**src/rtl/signed_value_counter_pkg.sv**
```systemverilog
// Shared types and constants for signed_value_counter: repeat-FSM state,
// value range limits and a small constant helper for counter sizing.
package signed_value_counter_pkg;

  typedef enum logic [1:0] {
    RPT_IDLE   = 2'd0,
    RPT_DELAY  = 2'd1,
    RPT_REPEAT = 2'd2
  } rpt_state_t;

  localparam logic signed [7:0] VALUE_MAX = 8'sh7F;  // +127
  localparam logic signed [7:0] VALUE_MIN = 8'sh80;  // -128

  // Larger of two unsigned values, used to size shared counters.
  function automatic int unsigned max_u(input int unsigned a, input int unsigned b);
    return (a > b) ? a : b;
  endfunction

endpackage

```
**src/rtl/signed_value_counter_if.sv**
```systemverilog
// Button inputs and value/changed outputs of signed_value_counter.
// The master side drives the buttons; the slave side is the counter.
interface signed_value_counter_if;

  logic       btn_up;
  logic       btn_down;
  logic       btn_clear;
  logic [7:0] value;
  logic       changed;

  modport master (
    output btn_up, btn_down, btn_clear,
    input  value, changed
  );

  modport slave (
    input  btn_up, btn_down, btn_clear,
    output value, changed
  );

endinterface

```
**src/rtl/signed_value_counter_button_debouncer.sv**
```systemverilog
// button_debouncer: 2-flop synchroniser followed by a stability counter.
// The debounced level follows the synchronised input only after
// DEBOUNCE_CYCLES consecutive samples at the new level; any sample back
// at the current level restarts the count.
module button_debouncer #(
  parameter int unsigned DEBOUNCE_CYCLES = 1000000
) (
  input  logic clk_100MHz,
  input  logic reset,
  input  logic btn,
  output logic level
);

  localparam int unsigned CNT_W = $clog2(DEBOUNCE_CYCLES + 1);

  logic [1:0]       sync_q;
  logic [CNT_W-1:0] cnt_q;

  // Two-stage synchroniser for the raw asynchronous button.
  always_ff @(posedge clk_100MHz or posedge reset) begin
    if (reset) sync_q <= 2'b00;
    else       sync_q <= {sync_q[0], btn};
  end

  // Count consecutive samples differing from the accepted level.
  always_ff @(posedge clk_100MHz or posedge reset) begin
    if (reset) begin
      cnt_q <= '0;
      level <= 1'b0;
    end else if (sync_q[1] == level) begin
      cnt_q <= '0;
    end else if (cnt_q == CNT_W'(DEBOUNCE_CYCLES - 1)) begin
      cnt_q <= '0;
      level <= sync_q[1];
    end else begin
      cnt_q <= cnt_q + 1'b1;
    end
  end

endmodule

```
**src/rtl/signed_value_counter_repeat.sv**
```systemverilog
// Auto-repeat FSM for one button direction (IDLE -> DELAY -> REPEAT).
// Compiled only when SIGNED_VALUE_COUNTER_AUTO_REPEAT_EN is defined.
`ifdef SIGNED_VALUE_COUNTER_AUTO_REPEAT_EN
module signed_value_counter_repeat
  import signed_value_counter_pkg::*;
#(
  parameter int unsigned REPEAT_DELAY  = 50000000,
  parameter int unsigned REPEAT_PERIOD = 10000000
) (
  input  logic clk_100MHz,
  input  logic reset,
  input  logic held,     // debounced level of this direction
  input  logic rise,     // debounced rising edge of this direction
  input  logic inhibit,  // both directions held: no stepping
  output logic step_c
);

  localparam int unsigned CNT_W = $clog2(max_u(REPEAT_DELAY, REPEAT_PERIOD) + 1);

  rpt_state_t       state_q, state_d;
  logic [CNT_W-1:0] cnt_q, cnt_d;

  // State and hold-time counter registers.
  always_ff @(posedge clk_100MHz or posedge reset) begin
    if (reset) begin
      state_q <= RPT_IDLE;
      cnt_q   <= '0;
    end else begin
      state_q <= state_d;
      cnt_q   <= cnt_d;
    end
  end

  // Next state, counter and step strobe.
  always_comb begin
    state_d = state_q;
    cnt_d   = cnt_q;
    step_c  = 1'b0;
    if (!held || inhibit) begin
      state_d = RPT_IDLE;
      cnt_d   = '0;
    end else begin
      case (state_q)
        RPT_IDLE: begin
          if (rise) begin
            step_c  = 1'b1;
            state_d = RPT_DELAY;
            cnt_d   = '0;
          end
        end
        RPT_DELAY: begin
          if (cnt_q == CNT_W'(REPEAT_DELAY - 1)) begin
            step_c  = 1'b1;
            state_d = RPT_REPEAT;
            cnt_d   = '0;
          end else begin
            cnt_d = cnt_q + 1'b1;
          end
        end
        RPT_REPEAT: begin
          if (cnt_q == CNT_W'(REPEAT_PERIOD - 1)) begin
            step_c = 1'b1;
            cnt_d  = '0;
          end else begin
            cnt_d = cnt_q + 1'b1;
          end
        end
        default: begin
          state_d = RPT_IDLE;
          cnt_d   = '0;
        end
      endcase
    end
  end

endmodule
`endif

```
**src/rtl/signed_value_counter.sv**
```systemverilog
// signed_value_counter: 8-bit two's-complement up/down/clear counter driven
// by three debounced push buttons, with optional hold-to-repeat stepping.
// Build option: define SIGNED_VALUE_COUNTER_AUTO_REPEAT_EN to include the
// auto-repeat FSMs; without it every press yields exactly one step.
module signed_value_counter
  import signed_value_counter_pkg::*;
#(
  parameter int unsigned DEBOUNCE_CYCLES = 1000000,
  parameter int unsigned REPEAT_DELAY    = 50000000,
  parameter int unsigned REPEAT_PERIOD   = 10000000,
  parameter int unsigned WRAP            = 0
) (
  input  logic                  clk_100MHz,
  input  logic                  reset,
  signed_value_counter_if.slave bus
);

  logic              up_lvl, down_lvl, clr_lvl;
  logic [2:0]        prev_q;
  logic              up_rise, down_rise, clr_rise, both;
  logic              step_up_c, step_dn_c;
  logic signed [7:0] value_q, value_d;
  logic              changed_q, changed_d;

  button_debouncer #(.DEBOUNCE_CYCLES(DEBOUNCE_CYCLES)) u_db_up (
    .clk_100MHz(clk_100MHz), .reset(reset), .btn(bus.btn_up),    .level(up_lvl)
  );
  button_debouncer #(.DEBOUNCE_CYCLES(DEBOUNCE_CYCLES)) u_db_down (
    .clk_100MHz(clk_100MHz), .reset(reset), .btn(bus.btn_down),  .level(down_lvl)
  );
  button_debouncer #(.DEBOUNCE_CYCLES(DEBOUNCE_CYCLES)) u_db_clear (
    .clk_100MHz(clk_100MHz), .reset(reset), .btn(bus.btn_clear), .level(clr_lvl)
  );

  // Previous debounced levels for rising-edge detection.
  always_ff @(posedge clk_100MHz or posedge reset) begin
    if (reset) prev_q <= 3'b000;
    else       prev_q <= {clr_lvl, down_lvl, up_lvl};
  end

  assign up_rise   = up_lvl   & ~prev_q[0];
  assign down_rise = down_lvl & ~prev_q[1];
  assign clr_rise  = clr_lvl  & ~prev_q[2];
  assign both      = up_lvl & down_lvl;

`ifdef SIGNED_VALUE_COUNTER_AUTO_REPEAT_EN
  signed_value_counter_repeat #(
    .REPEAT_DELAY(REPEAT_DELAY), .REPEAT_PERIOD(REPEAT_PERIOD)
  ) u_rpt_up (
    .clk_100MHz(clk_100MHz), .reset(reset), .held(up_lvl), .rise(up_rise),
    .inhibit(both), .step_c(step_up_c)
  );
  signed_value_counter_repeat #(
    .REPEAT_DELAY(REPEAT_DELAY), .REPEAT_PERIOD(REPEAT_PERIOD)
  ) u_rpt_down (
    .clk_100MHz(clk_100MHz), .reset(reset), .held(down_lvl), .rise(down_rise),
    .inhibit(both), .step_c(step_dn_c)
  );
`else
  assign step_up_c = up_rise   & ~both;
  assign step_dn_c = down_rise & ~both;
`endif

  // Next value: clear wins, then a single step with saturate or wrap.
  always_comb begin
    value_d   = value_q;
    changed_d = 1'b0;
    if (clr_rise) begin
      value_d   = 8'sd0;
      changed_d = (value_q != 8'sd0);
    end else if (step_up_c) begin
      if (!((value_q == VALUE_MAX) && (WRAP == 0))) begin
        value_d   = value_q + 8'sd1;
        changed_d = 1'b1;
      end
    end else if (step_dn_c) begin
      if (!((value_q == VALUE_MIN) && (WRAP == 0))) begin
        value_d   = value_q - 8'sd1;
        changed_d = 1'b1;
      end
    end
  end

  // Value and change-pulse registers.
  always_ff @(posedge clk_100MHz or posedge reset) begin
    if (reset) begin
      value_q   <= 8'sd0;
      changed_q <= 1'b0;
    end else begin
      value_q   <= value_d;
      changed_q <= changed_d;
    end
  end

  assign bus.value   = value_q;
  assign bus.changed = changed_q;

endmodule
```
**src/flat_wrapper.sv**
```systemverilog
// flat-port wrapper written by rule: the top's interface ports become plain ports
module signed_value_counter_flat import signed_value_counter_pkg::*;
#(
  parameter int unsigned DEBOUNCE_CYCLES = 1000000,
  parameter int unsigned REPEAT_DELAY    = 50000000,
  parameter int unsigned REPEAT_PERIOD   = 10000000,
  parameter int unsigned WRAP            = 0
)
  (clk_100MHz, reset, bus_btn_up, bus_btn_down, bus_btn_clear, bus_value, bus_changed);
  signed_value_counter_if bus_i ();
  input  logic clk_100MHz;
  input  logic reset;
  input wire logic [$bits(bus_i.btn_up)-1:0] bus_btn_up;
  input wire logic [$bits(bus_i.btn_down)-1:0] bus_btn_down;
  input wire logic [$bits(bus_i.btn_clear)-1:0] bus_btn_clear;
  output wire logic [$bits(bus_i.value)-1:0] bus_value;
  output wire logic [$bits(bus_i.changed)-1:0] bus_changed;
  assign bus_i.btn_up = bus_btn_up;
  assign bus_i.btn_down = bus_btn_down;
  assign bus_i.btn_clear = bus_btn_clear;
  assign bus_value = bus_i.value;
  assign bus_changed = bus_i.changed;
  signed_value_counter #(.DEBOUNCE_CYCLES(DEBOUNCE_CYCLES), .REPEAT_DELAY(REPEAT_DELAY), .REPEAT_PERIOD(REPEAT_PERIOD), .WRAP(WRAP)) u_core (.clk_100MHz(clk_100MHz), .reset(reset), .bus(bus_i));
endmodule
```
**config.mk**
```make
export PLATFORM = sky130hd
export DESIGN_NAME = signed_value_counter_flat
export DESIGN_NICKNAME = d
export VERILOG_FILES = /design/src/rtl/signed_value_counter_pkg.sv /design/src/rtl/signed_value_counter_if.sv /design/src/rtl/signed_value_counter_button_debouncer.sv /design/src/rtl/signed_value_counter_repeat.sv /design/src/rtl/signed_value_counter.sv /design/src/flat_wrapper.sv
export SDC_FILE = /design/constraint.sdc
export NUM_CORES = 1
export LEC_CHECK = 0
export CORE_MARGIN = 8
export CORE_UTILIZATION = 35
export CTS_CLUSTER_DIAMETER = 40
export DETAILED_ROUTE_END_ITERATION = 7
export GPL_TIMING_DRIVEN = 0
export PLACE_DENSITY = 0.62
export SETUP_SLACK_MARGIN = 0.05
export SLEW_MARGIN = 20
export SYNTH_ARGS = -nofsm -noshare
export SYNTH_HDL_FRONTEND = slang
export SYNTH_HIERARCHICAL = 1
export SYNTH_SLANG_ARGS = --single-unit
```
**constraint.sdc**
```tcl
create_clock -name clk_100MHz -period 3.3 [get_ports clk_100MHz]
set_input_delay 0.66 -clock clk_100MHz [delete_from_list [all_inputs] [get_ports clk_100MHz]]
set_output_delay 0.66 -clock clk_100MHz [all_outputs]
set_load 0.05 [all_outputs]
```
== Word-level counts from Yosys, hierarchy flattened ==
Cells that the tools add are included.
W data, S select, Z words.
Word-level totals
  bits in writable memories: 0
  bits in read-only memories: 0
  output and inout bits: 9
  bits in latches: 0
  register bits: 81
  input port bits: 5
  memories: 0
Operators by class
  multipliers: 0
  bitwise logic cells: 13
  reductions and logical operators: 6
  div/mod/pow operators: 0
  $add $sub $neg: 5
  shift-type cells: 0
  muxes and demuxes: 16
  equal/unequal tests: 10
  $lt $le $gt $ge: 0
Operators with widths (number)
  $mux W20: 6
  $add A20 B1 Y20 const B: 3
  $eq A20 B20 Y1 const B: 3
  $mux W8: 5
  $eq A8 B8 Y1 const B: 2
  $add A8 B2 Y8 const B: 1
  $reduce_bool A8 Y1: 1
  $sub A8 B2 Y8 const B: 1
  $not A1 Y1: 7
  $and A1 B1 Y1: 6
  $reduce_and A2 Y1: 3
  $mux W1: 5
  $eq A1 B1 Y1: 3
  $ne A3 B1 Y1 const B: 1
  $ne A3 B2 Y1 const B: 1
  $reduce_and A3 Y1: 1
  $reduce_bool A3 Y1: 1

== Longest topological paths before layout ==
Gate-level depths: netlist of the first run.
  word-level depth: 6
  depth in mapped cells: 8
  gate-level depth less buffers: 8

== Hierarchy ==
The synthesis of the first run kept the hierarchy.
By module, submodules not included
  button_debouncer: area an instance 1118.6 sq um, times used 3, cells each 109, seq. area each 575.6 sq um
  signed_value_counter: area an instance 834.6 sq um, times used 1, cells each 87, seq. area each 300.3 sq um

== Worst setup path after synthesis of the first run ==
Ideal clock, no wire load.
  path type: register to register
  start: register u_core.u_db_down.level
  end: register u_core.value_q[7] (netlist: u_core/bus.value[7])
  cell stages (with the launch flop): 9
  path slack: 1031 ps
  required time: 3221 ps
  data arrival time: 2190 ps
  period minus slack after synthesis: 2269 ps
  path through: dfrtp_1 > nor3b_4 > inv_2 > ha_1 > o2111ai_1 > a211oi_1 > o32a_1 > mux2i_1 > mux2i_1
On the way
  word-level cells in the longest chain between the ends: 5
  elaborated cells on any way between the ends: 11
  classes of those cells: eq/ne: 2; mux: 2; bitwise: 5; reduce/logical: 2
RTL lines
  start: declaration: line signed_value_counter_button_debouncer.sv:11  | output logic level
  start signal: assignment: line signed_value_counter_button_debouncer.sv:34  | level <= sync_q[1];
  $and A1 B1 Y1: line signed_value_counter.sv:44  | assign both = up_lvl & down_lvl;
  $not A1 Y1: line signed_value_counter.sv:60, signed_value_counter.sv:61
  $and A1 B1 Y1 (on tied branches): line signed_value_counter.sv:60, signed_value_counter.sv:61
  $ne A3 B2 Y1 (no source line) (tied with other cells)
  $reduce_and A3 Y1 (no source line) or $mux W8 (tied branches)
  end signal: assignment: line signed_value_counter.sv:90  | value_q <= value_d;
  end: declaration: line signed_value_counter.sv:22  | logic signed [7:0] value_q, value_d;
Parallel ways exist; a longest one is shown, timed or not.
A chain may end at the register's enable or synchronous reset.

== Worst setup path in the final report of the first run ==
  start: register u_core.u_db_up.level
  end: register u_core.value_q[7] (netlist: u_core/bus.value[7])
On the way
  word-level cells in the longest chain between the ends: 5
  elaborated cells on any way between the ends: 11
  classes of those cells: eq/ne: 2; mux: 2; bitwise: 5; reduce/logical: 2
RTL lines (line)
  start: declaration: signed_value_counter_button_debouncer.sv:11
  start signal: assignment: signed_value_counter_button_debouncer.sv:34
  $and A1 B1 Y1: signed_value_counter.sv:44
  $not A1 Y1: signed_value_counter.sv:60, signed_value_counter.sv:61
  $and A1 B1 Y1 (on tied branches): signed_value_counter.sv:60, signed_value_counter.sv:61
  $ne A3 B2 Y1 (no source line) (tied with other cells)
  $reduce_and A3 Y1 (no source line) or $mux W8 (tied branches)
Parallel ways exist; a longest one is shown, timed or not.

==> run_results.csv, run 1 <==
group,metric,value,unit
outcome,status,"complete, no violations",
timing,slew_headroom,41.7,%
clock_network,cts_hold_buf,0,
detailed_routing,wire_per_inst,13.7,um
floorplan,die_x,125,um
floorplan,num_rows,40,
detailed_routing,routed.top_layer,"met4",
timing,hold_violations,0,
detailed_routing,routed_wl,8.07,mm
timing,period_share,79.4,%
layout,final_common_cell,"dfrtp_1",
synthesis,synthCells,414,
timing,setup_violations,0,
clock_network,path_clk_slew,0.06,ns
layout,antennaDiodeCount,0,
timing,tightest_slew,0.873,ns
detailed_routing,wl_met1,3.84,mm
layout,drive_gt1_share,8.80,%
setup_path,arrival,2.87,ns
clock_network,cts_sinks,81,
layout,syn2layout_area_growth,15.2,%
detailed_routing,vias,3060,
place,place_inst,574,
clock_network,cts_tree,"done",
place,dp.final_hpwl,5.63,mm
timing,timing.final.ws_setup,0.680,ns
floorplan,core-area,11900,um2
place,portBuffers,13,
hold_path,hold_class,"reg -> reg",
power,vdd_drop_max,0.261,mV
detailed_routing,met3_length,294,um
power,power_density,444,nW/um2
timing,rsz0062_at_grt,"false",
floorplan,die-area,15700,um2
clock_network,root_buffer,"clkbuf_16",
timing,tns,0,ns
timing,fmax,382,MHz
global_route,overflow,0,
global_route,antenna_found_initial,0,
detailed_routing,ant_nets,0,
setup_path,start_kind,"flip-flop",
synthesis,avgSynthCellArea,10.1,um2
detailed_routing,drt_first_iter_violations,163,
synthesis,syn_nets,428,
floorplan,die_h,125,um
synthesis,ys_seq_area_share,48.4,%
global_route,first_global_vias,3085,
power,power.leakage,0.00194,uW
synthesis,ys_warn_count,6,
global_route,grt_max_degree,24,
setup_path,endpoint_kind,"flip-flop",
timing,finalWorstPathRequiredPeriod,2.62,ns
synthesis,syn_area,4190,um2
setup_path,setup.worst_path.class,"reg -> reg",
layout,most-common-layout-cells,"dfrtp_1, nor2_1, xnor2_1, nand2_1, nand3_1",
place,post-place-ws,0.704,ns
clock_network,cts_max_path_buffers,2,
clock_network,clk_latency,0.33,ns
layout,finalNetCount,452,
timing,slew_violations,0,
global_route,track_usage,10.8,%
timing,fin_skew,0.00491,ns
detailed_routing,drcViolationCount,0,
detailed_routing,firstDrtPassIters,4,
floorplan,io_pins,14,
run,maxCapViolCount,0,
clock_network,cts_buffers,9,
synthesis,ys_types,43,
synthesis,ys_seq_elements,81,
clock_network,cts_setup_buffers,0,
clock_network,cts_resized,0,
place,place.gp.congestion,0.759,
setup_path,required,3.55,ns
layout,fin_cells,590,
floorplan,initial_core_util,35.3,%
clock_network,ctsHtreeMaxLevel,3,
detailed_routing,wl_met2,3.81,mm
detailed_routing,avgViaCountPerCell,5.19,
global_route,grt_pass1_wl,14.3,mm
setup_path,cp_max_fo,8,
flip-flops by register name, indices dropped and copies added, names as in the netlist:
name and cells:
u_core/prev_q 3, u_core/u_db_clear/cnt_q 20, u_core/bus.value 8, u_core/u_db_down/level 1, u_core/u_db_clear/sync_q 2, u_core/u_db_down/sync_q 2, u_core/u_db_up/sync_q 2, u_core/u_db_clear/level 1
u_core/u_db_down/cnt_q 20, u_core/bus.changed 1, u_core/u_db_up/level 1, u_core/u_db_up/cnt_q 20
layer usage:
metal  vias to the layer above  GRT usage (%)
met5                         -              0
met4                         0           4.08
met3                        11           2.76
met2                        44           17.9
met1                      1493           13.4
li1                       1512              -
logic make-up (layout without fill, tap and decap cells):
kind of cell / count (synthesis) / in the layout / synth area share, %
flops: 81 / 81 / 48.4
simple gates: 197 / 197 / 26.6
xor+xnor: 53 / 53 / 11.1
fa+ha+maj: 10 / 10 / 2.96
buf+inv: 23 / 52 / 2.33
compound gates: 39 / 39 / 5.94
mux: 11 / 11 / 2.72
cells in the mapped netlist, drive strengths merged:
master / count / area, um2
a211oi: 2 / 15.0
a21oi: 13 / 65.1
a311o: 1 / 10.0
a311oi: 1 / 15.0
and2: 4 / 25.0
and3: 3 / 18.8
and4: 7 / 61.3
buf: 4 / 26.3
dfrtp: 81 / 2030
ha: 9 / 113
inv: 19 / 71.3
maj3: 1 / 11.3
mux2: 3 / 33.8
mux2i: 8 / 80.1
nand2: 28 / 105
nand2b: 3 / 18.8
nand3: 21 / 105
nand4: 16 / 164
nor2: 59 / 221
nor2b: 2 / 12.5
nor3: 16 / 80.1
nor3b: 2 / 26.3
nor4: 16 / 125
nor4b: 7 / 61.3
nor4bb: 1 / 10.0
o2111ai: 1 / 8.76
o21a: 4 / 30.0
o21ai: 14 / 81.3
o22ai: 1 / 6.26
o31ai: 1 / 7.51
o32a: 1 / 10.0
or3: 8 / 50.1
or4: 4 / 30.0
xnor2: 36 / 315
xor2: 17 / 149
per-stage QoR:
step,hold slack (ns),instance area [um2],total power (uW),util [%]
4_1_cts,0.361,4830,2180,40.7
3_3_place_gp,0.336,4500,1090,38.0
2_1_floorplan,0.331,4190,1070,-
6_report,0.355,4830,2140,40.7
5_1_grt,0.373,4830,2220,40.7
3_5_place_dp,0.343,4500,1100,38.0
final timing paths:
| path | startpoint | endpoint | slack (ns) | cells after the start |
|---|---|---|---|---|
| max in group asynchronous | reset | u_core/u_db_up/cnt_q[7] | 1.79 | 2 |
| max reg2reg | u_core/u_db_up/level | u_core/bus.value[7] | 0.68 | 8 |
| min | u_core/u_db_clear/sync_q[0] | u_core/u_db_clear/sync_q[1] | 0.36 | 0 |
| min in group asynchronous | reset | u_core/prev_q[2] | 0.81 | 2 |
| max | u_core/u_db_up/level | u_core/bus.value[7] | 0.68 | 8 |
| min reg2reg | u_core/u_db_clear/sync_q[0] | u_core/u_db_clear/sync_q[1] | 0.36 | 0 |
area by class of cell:
class                           instances  area (um2)
Sequential cell                        81        2030
Tap cell                              147         184
Fill cell                            1116        7040
Clock buffer                           11         243
Inverter                               19        71.3
Timing Repair Buffer                   13         130
Multi-Input combinational cell        310        2070
Buffer                                  4        26.3
Clock inverter                          5        78.8
worst max-delay path, stage by stage, from the launching register on:
cell and delay (ns):
dfrtp_1 0.44, nor3b_4 0.36, inv_2 0.16, ha_1 0.41, o2111ai_1 0.15, a211oi_1 0.32, o32a_1 0.25, mux2i_1 0.23
mux2i_1 0.22
power by group:
part | internal [uW] | switching [uW]
Combinational | 16.3 | 40.5
Clock | 682 | 387
Sequential | 1010 | 12.8
Total | 1700 | 440
No activity file was read; power rests on OpenSTA's default activity.
==> run 2: changes to the inputs <==
clock period = 2.5 ns   (was 3.3 ns; I/O delays follow)
==> run_results.csv, run 2 (same netlist as run 1, synthesis figures left out) <==
group,metric,value,unit
timing,period_share,92.5,%
floorplan,die_h,125,um
timing,timing.hold.ws,0.355,ns
global_route,antenna_found_initial,0,
hold_path,hold_start,"u_core/u_db_down/sync_q[0]",
setup_path,setup.worst_path.class,"reg -> reg",
hold_path,hold_class,"reg -> reg",
global_route,grt_max_degree,24,
timing,tns,0,ns
timing,slew_violations,0,
layout,antennaDiodeCount,0,
floorplan,die_x,125,um
setup_path,endpoint_kind,"flip-flop",
timing,fin_skew,0.00561,ns
global_route,overflow,0,
layout,drive_gt1_share,11.0,%
place,portBuffers,13,
power,power_density,576,nW/um2
floorplan,initial_core_util,35.3,%
power,switching_share,20.6,%
power,power.leakage,0.00196,uW
floorplan,die-area,15700,um2
power,totalPowerFinal,2830,uW
detailed_routing,routed_wl,8.18,mm
setup_path,arrival,2.56,ns
detailed_routing,avgViaCountPerCell,5.16,
outcome,status,"complete, no violations",
setup_path,start_kind,"flip-flop",
place,place_inst,574,
timing,tightest_slew,0.865,ns
floorplan,io_pins,14,
place,place.gp.congestion,0.759,
power,p_sw,582,uW
timing,setup_violations,0,
floorplan,core-area,11900,um2
power,pwr-share-comb,2.6,%
global_route,track_usage,10.9,%
layout,reg_top3,"u_core/u_db_clear/cnt_q (20), u_core/u_db_down/cnt_q (20), u_core/u_db_up/cnt_q (20)",
timing,rsz0062_at_grt,"false",
power,vdd_drop_max,0.339,mV
detailed_routing,ant_nets,0,
place,dp.final_hpwl,5.63,mm
timing,fmax,432,MHz
detailed_routing,drt_first_iter_violations,171,
clock_network,ctsHtreeMaxLevel,3,
run,maxCapViolCount,0,
clock_network,cts_sinks,81,
clock_network,root_buffer,"clkbuf_16",
layout,fin_cells,593,
setup_path,cp_max_fo,8,
clock_network,clk_latency,0.33,ns
clock_network,cts_buffers,9,
clock_network,cts_tree,"done",
global_route,grt_pass1_wl,14.4,mm
timing,slew_headroom,42.3,%
power,power_frac_seq,47.5,%
clock_network,cts_max_path_buffers,2,
setup_path,required,2.75,ns
setup_path,worstSetupStartpoint,"u_core/u_db_down/level",
detailed_routing,wire_per_inst,13.8,um
layout,syn2layout_area_growth,17.3,%
timing,finalWorstPathRequiredPeriod,2.31,ns
power,p_int,2250,uW
layout,final_common_cell,"dfrtp_1",
layout,most-common-layout-cells,"dfrtp_1, nor2_1, xnor2_1, nand2_1, nand3_1",
global_route,first_global_vias,3090,
power,pwr-share-clk,49.9,%
clock_network,path_clk_slew,0.06,ns
floorplan,num_rows,40,
layout,finalNetCount,455,
timing,hold_violations,0,
setup_path,r2r_start,"u_core/u_db_down/level",
detailed_routing,firstDrtPassIters,4,
detailed_routing,drcViolationCount,0,
detailed_routing,vias,3057,
clock_network,cts_hold_buf,0,
[run 2: changes by cell type in the layout (fill, tap and decap cells not counted)]
cell / previous run / this run
ha_4: 0 / 3
o2111ai_1: 1 / 0
buf_4: 0 / 3
inv_4: 0 / 1
a211oi_1: 2 / 1
dfrtp_1: 81 / 79
dfrtp_2: 0 / 2
ha_1: 9 / 6
a211oi_2: 0 / 1
inv_2: 1 / 0
o2111ai_4: 0 / 1
[run 2: per-layer routing]
metal  track usage, %  vias to the layer above  part of all wire (%)
met5                0                        -                     0
met4             4.08                        0                   1.0
met3             2.76                        8                   3.2
met2             17.9                       34                    48
met1             13.4                     1494                    48
li1                 -                     1521                     -
[run 2: area by class of cell]
class	instances	area (um2)
timing repair buffer	16	153
sequential	81	2030
inverter	19	73.8
multi-input combinational	310	2130
clock inverter	5	78.8
fill	1106	6950
clock buffer	11	243
buffer	4	26.3
tap	147	184
[run 2: final timing paths]
path | to | slack [ns] | cells past startpoint
max reg2reg | u_core/bus.value[7] | 0.19 | 8
min reg2reg | u_core/u_db_down/sync_q[1] | 0.36 | 0
min in group asynchronous | u_core/prev_q[2] | 0.64 | 2
min | u_core/u_db_down/sync_q[1] | 0.36 | 0
max in group asynchronous | u_core/u_db_down/level | 1.11 | 2
max | u_core/bus.value[7] | 0.19 | 8
[run 2: power by group through the flow]
stage | Clock, uW | Sequential [uW] | Combinational, uW
2_1_floorplan | 0 | 1360 | 53.3
3_3_place_gp | 0 | 1370 | 75.9
3_5_place_dp | 0 | 1370 | 77.6
4_1_cts | 1460 | 1340 | 78.4
5_1_grt | 1500 | 1350 | 89.4
6_report | 1410 | 1340 | 74.7
[run 2: what timing repair did]
item | 4_1_cts | 5_1_grt
setup endpoints to repair | 1 | 1
pin swaps | 0 | 5
setup buffers | 1 | 2
resized for setup | 1 | 9
[run 2: critical path: stages (launching register included)]
cell,delay (ns)
dfrtp_2,0.45
nor3b_4,0.27
inv_4,0.12
ha_4,0.32
o2111ai_4,0.12
a211oi_2,0.28
o32a_1,0.20
mux2i_1,0.23
mux2i_1,0.22
[run 2: per-stage QoR]
stage / setup slack (ns) / util (%) / area, um2
global route: 0.0458 / 41.4 / 4910
CTS: 0.126 / 40.8 / 4840
finish: 0.187 / 41.4 / 4910
floorplan: 0.231 / - / 4190
global placement: -0.0322 / 38.0 / 4500
detailed placement: -0.0960 / 38.0 / 4500
